File: config.mk
export PLATFORM = sky130hd
export DESIGN_NAME = instr_mem_stream
export DESIGN_NICKNAME = d
export VERILOG_FILES = /design/src/rtl/instr_mem_stream.sv
export SDC_FILE = /design/constraint.sdc
export NUM_CORES = 2
export LEC_CHECK = 0
export BUFFER_PORTS_ARGS = -buffer_cell sky130_fd_sc_hd__buf_2
export CAP_MARGIN = 30
export CORE_MARGIN = 2
export CORE_UTILIZATION = 41
export DETAILED_ROUTE_END_ITERATION = 12
export GPL_TIMING_DRIVEN = 0
export SLEW_MARGIN = 30
export SYNTH_ARGS = -nofsm -noshare
export SYNTH_HDL_FRONTEND = slang
export SYNTH_SLANG_ARGS = --single-unit
export TNS_END_PERCENT = 30
File: constraint.sdc
create_clock -name clock -period 3.4 [get_ports clock]
set_clock_uncertainty 0.15 [all_clocks]
set_input_delay 0.85 -clock clock [delete_from_list [all_inputs] [get_ports clock]]
set_output_delay 0.85 -clock clock [all_outputs]
set_load 0.01 [all_outputs]
File: src/rtl/instr_mem_stream.sv
// instr_mem_stream: loadable instruction memory with valid/ready fetch, 1-cycle registered read and out-of-range faults
module instr_mem_stream #(
  parameter int DATA_W = 8,
  parameter int ADDR_W = 8,
  parameter int DEPTH = 256,
  parameter logic [DATA_W-1:0] NOP_WORD = '0,
  parameter bit START_RUN = 1'b0
) (
  input  logic              clock,
  input  logic              reset,
  input  logic              load_en,
  input  logic [ADDR_W-1:0] load_addr,
  input  logic [DATA_W-1:0] load_data,
  input  logic              load_done,
  output logic              load_err,
  input  logic              reload,
  input  logic              fetch_valid,
  input  logic [ADDR_W-1:0] fetch_pc,
  output logic              fetch_ready,
  output logic              inst_valid,
  input  logic              inst_ready,
  output logic [DATA_W-1:0] instruction,
  output logic              addr_fault,
  output logic              running
);
  localparam int IDX_W = DEPTH > 1 ? $clog2(DEPTH) : 1;
  localparam logic [ADDR_W:0] LIMIT = (ADDR_W+1)'(DEPTH);
  typedef enum logic {LOAD, RUN} state_t;
  state_t state, state_nx;
  logic [DATA_W-1:0] mem [DEPTH];
  logic load_ok, fetch_ok, accept, wr_en;
  always_comb begin
    load_ok = {1'b0, load_addr} < LIMIT;
    fetch_ok = {1'b0, fetch_pc} < LIMIT;
    running = state == RUN;
    fetch_ready = running && !reload && (!inst_valid || inst_ready);
    accept = fetch_valid && fetch_ready;
    wr_en = !reset && !running && load_en && load_ok;
    state_nx = running ? (reload ? LOAD : RUN) : (load_done ? RUN : LOAD);
  end
  always_ff @(posedge clock)
    state <= reset ? (START_RUN ? RUN : LOAD) : state_nx;
  always_ff @(posedge clock)
    if (wr_en) mem[load_addr[IDX_W-1:0]] <= load_data;
  always_ff @(posedge clock) begin
    if (reset) begin
      inst_valid <= 1'b0;
      instruction <= '0;
      addr_fault <= 1'b0;
      load_err <= 1'b0;
    end else begin
      load_err <= !running && load_en && !load_ok;
      inst_valid <= accept || (inst_valid && !inst_ready && !reload);
      if (accept) begin
        instruction <= fetch_ok ? mem[fetch_pc[IDX_W-1:0]] : NOP_WORD;
        addr_fault <= !fetch_ok;
      end
    end
  end
endmodule

-- Word-level counts from Yosys, hierarchy flattened
Memories as Yosys holds them, arrays and structs flattened. A register that Yosys moved wholly into a read port is not among the register bits.
Index checks and enable logic that the tools add are counted.
- muxes and demuxes: 5
- reduce and logical (&&, ||, !) cells: 14
- operators by type and width (kind ; count):
    logical AND 1 bit ; 7
    logical NOT 1 bit ; 5
    2-to-1 mux 1 bit ; 5
    logical OR 1 bit ; 2
- input bits: 31
- output and inout port bits: 13
- word-level logic and storage cells: 22
- memories kept: 1
- RAM bits: 2048
- flip-flop bits (word level): 2
- memories (name ; words ; width ; read ports ; clocked after memory_dff ; write ports ; RTL line ; text):
    mem ; 256 ; 8 ; 1 ; 1 ; 1 ; 30 ; logic [DATA_W-1:0] mem [DEPTH];

-- Depth between registers and ports, before layout
- depth in word-level cells: 5
- mapped depth: 13
- depth with buffers taken out: 7

-- Least setup slack after synthesis
No wires, ideal clock.
- path kind: input to register
- start: input reset
- end: memory mem[112][0], enable pin
- data required time: 2880 ps
- arrival: 2727 ps
- setup time: 370 ps
- path buffers: 3
- slack: 153 ps
- stages on the path: 6
- cell sequence: clkbuf_1 > nor3b_1 > clkbuf_1 > nand3_1 > clkbuf_1 > nor2_1
- word-level cells in the longest chain between the ends: 5
- RTL lines (what ; RTL line ; text):
    from (decl) ; 10 ; input logic reset,
    logical NOT 1 bit ; 38 ; wr_en = !reset && !running && load_en && load_ok;
    logical AND 1 bit (2 in a row) ; 38 ;
    2-to-1 mux 1 bit ; 44 ; if (wr_en) mem[load_addr[IDX_W-1:0]] <= load_data;
    2-to-1 mux 1 bit (implied by the code) ; 44 ;
    to (decl) ; 30 ;
Every way passes these cells.

-- Worst setup path after layout
- start: input load_addr[5]
- end: memory mem[44][5], enable pin
- RTL lines (what ; RTL line ; text):
    from (decl) ; 12 ; input logic [ADDR_W-1:0] load_addr,
No word-level cell before the write port.

==> implementation parameters <==
Parameter                              Value

Route
  Remaining DRCs    0
  Iter 0 DRT Violations    8552
  Vias/cell    6.64
  DR vias    45400
  DR pass1 iterations    6
  Aggregate routed wire length    301000 um
  DRT antenna net count    0
  Average wire per standard cell    44.1 um

Yosys
  Seq/Total Area, Yosys    0.774
  Cells after synthesis    3819
  Synthesized area per cell    20.9 um^2
  Most used flip-flop cell after synthesis    edfxtp_1
  Cell types with the largest area share after synthesis    edfxtp_1 77%, mux4_2 13%, mux2i_1 2.2%, nor2_1 1.4%, o22ai_1 0.79%
  Number of enable-type register cells in the synthesized netlist    2048
  Netlist Area Pre-Place    0.0797 mm^2
  Leading post-synthesis cells by instance count    2048 x edfxtp_1, 448 x mux4_2, 296 x nor2_1
  Most repeated cell in the gate-level netlist after synthesis    edfxtp_1
  Seq cells post-synth    2058
  Number of distinct library cell variants in the gate-level netlist after synthesis    56
  Number of warnings reported in the yosys synthesis log    0
  Area share of the leading cell type in the synthesized netlist    0.772
  Asr flop ratio synth    0
  Post-synth top area cell    edfxtp_1

CTS
  CTS H-Tree Depth    4
  Clock slew at reported path FFs    60 ps
  Total clock buffers created by CTS    205
  Num Clock Sinks    2058
  Buffer type at the clock tree root    clkbuf_16
  Total of hold buffers inserted after clock tree synthesis    0
  Clock tree from TritonCTS    built
  Insertion delay to the later sink of the worst-skew pair    860 ps
  Largest buffer count on any clock path    3

Place
  Number of instances in the placed design    6437
  Global placement routability congestion    1.00
  Input/output buffers    31
  Placed wire-length estimate    200000 um

Worst setup path
  Critical Path AT    4110 ps
  Critical path depth in cells    5
  Worst path buffer plus inverter count    2
  Cell type group with the largest total delay on the critical path    simple AND/OR/NAND/NOR gates
  Startpoint of the worst-slack reg-to-reg timing path    running
  Series of cell instances along the critical path    clkbuf_1, nor2b_1, nand2_1, clkbuf_2, nor2_1
  Crit path required time    3740 ps
  Crit-path max FO    10
  Worst reg2reg endpoint    mem[57][5]
  Type of the worst setup path    input port to register
  Startpoint class of the critical path    input port
  Largest stage delay, worst path    780 ps
  Slowest stage cell on the critical path    nor2_1
  CP endpoint kind    register
  Number of cells on the worst reg-to-reg path    7
  Critical Path Start    load_addr[5]
  Crit path capture    mem[44][5]
  Register-to-register setup slack    -250 ps

Timing
  Setup repair after global routing missed its margin    true
  Upper clock frequency limit    266 MHz
  Fin worst setup slack    -363 ps
  Final count of hold timing violations    0
  Worst-margin pin slew    1170 ps
  Tcrit/Tclk final    1.11
  Total setup violations reported at the end of the flow    965
  Final worst path period need    3760 ps
  Final Max Tran Viols    0
  Max-Slew Margin vs Limit    0.222

Global route
  Largest net degree at the start of global routing    109
  GRT Residual Overflow    0
  Global-route wire length before repair    393000 um
  Global routing usage summed across all routing layers    0.302
  Vias in the first global route    42100
  Number of antenna violations at the first check in global routing    20

Finish
  Number of nets at the end of the flow    4153
  Post-route insts no fill    6831
  Relative area change from synthesis to final layout    15.9%
  Fraction of layout instances using a drive strength above 1    0.280

Die
  Chip height    445 um
  Number of placement rows    161
  DIE WIDTH    445 um
  I/O pin count    44
  Area of the die    0.198 mm^2
  Area inside the core boundary    0.193 mm^2
  Initial core utilization    0.413

Min path
  Hold crit path type    input port to register

Power
  Total power consumption of the routed design    53.6 mW
  IR Drop Worst-Case VDD    0.536 mV
  Leak pwr    28.7 nW
  Power density of the placed cells    581 mW/mm^2

Run status
  Failing checks    negative setup slack
  Outcome    finished with violations

Flow run
  Max-Cap Viols    0
[through the flow]
stage               hold WS [ps]  setup slack (ps)  setup TNS (ps)  utilization  instance area [um^2]
global placement             376             -3750        -8383830        0.431                 83000
finish                      93.3              -363         -121750        0.479                 92400
CTS                         61.0              -264          -42180        0.478                 92100
global route                96.7              -242          -95180        0.479                 92300
floorplan                    352               153               0            -                 79700
detailed placement           388             -2140        -1595800        0.440                 84900
[layer usage]
| layer | share of wire | GRT usage | vias to the layer above | wire (um) |
|---|---|---|---|---|
| met5 | 0.00015 | 0 | - | 44 |
| met4 | 0.069 | 0.176 | 6 | 20700 |
| met3 | 0.14 | 0.0993 | 781 | 42900 |
| met2 | 0.44 | 0.437 | 3848 | 131000 |
| met1 | 0.35 | 0.400 | 24100 | 106000 |
| li1 | - | - | 16600 | - |
[worst min-delay path by stage]
stage | startpoint | endpoint | slack, ps | cells past startpoint
2_1_floorplan | instruction[5] | instruction[5] | 350 | 2
4_1_cts | load_done | running | 60 | 3
5_1_grt | load_done | running | 100 | 3
3_5_place_dp | instruction[2] | instruction[2] | 390 | 1
6_report | load_done | running | 90 | 3
3_3_place_gp | running | running | 380 | 2
[layout make-up]
| cell class | count | area, um^2 |
|---|---|---|
| repair buffers | 96 | 1820 |
| clock buffers | 265 | 5400 |
| fillers | 15600 | 100000 |
| inverters | 4 | 16.3 |
| plain buffers | 230 | 1750 |
| well taps | 2526 | 3160 |
| clock inverters | 109 | 981 |
| multi-input cells | 1527 | 17500 |
| flip-flops and latches | 2058 | 61700 |
| diodes | 16 | 40.0 |
[cells by family after synthesis]
family / share of synthesized area
AO/OA/AOI/OAI: 0.0305
AND/OR/NAND/NOR: 0.0295
multiplexers: 0.150
flip-flops: 0.774
buffers and inverters: 0.0160
other: 0.0000471
[flip-flops by register name, summed over array words and instances (netlist names)]
name and count:
mem 2048, running 1, inst_valid 1, instruction 8
[layout by cell type (no fill, tap or decap), drive strengths merged, types with 6 or more instances in the layout]
cell    instances
nor4           13
edfxtp       2048
nand2b         11
a211oi         15
nand4          19
o221ai         41
nor2          296
mux4          448
nor3           20
diode          16
clkinv         86
o22ai         100
inv            14
clkbuf        379
o21ai          39
mux2i         177
nand3          48
dfxtp          10
bufinv         11
nor2b          16
buf           212
a21oi          42
a221oi         15
nand2          89
mux2            6
a31oi          11
a22oi          44
[tightest hold or removal path, delay by kind of cell]
kind	cells	cell delay, ps
AO/OA/AOI/OAI	1	60
buffers and inverters	1	100
AND/OR/NAND/NOR	1	50
[timing repair]
item / in CTS / in global routing
gates resized for setup: 252 / 52
setup endpoints to repair: 854 / 974
setup buffers: 4 / 0
pin swaps: 6 / 0
[report_power, final]
part / switching (mW) / internal (mW) / total (mW) / leakage (nW)
Clock: 10.0 / 12.1 / 22.1 / 3.11
Sequential: 0.0119 / 27.9 / 27.9 / 18.5
Combinational: 2.57 / 1.04 / 3.60 / 7.07
Total: 12.6 / 41.0 / 53.6 / 28.7
(Power assumes the default switching activity.)
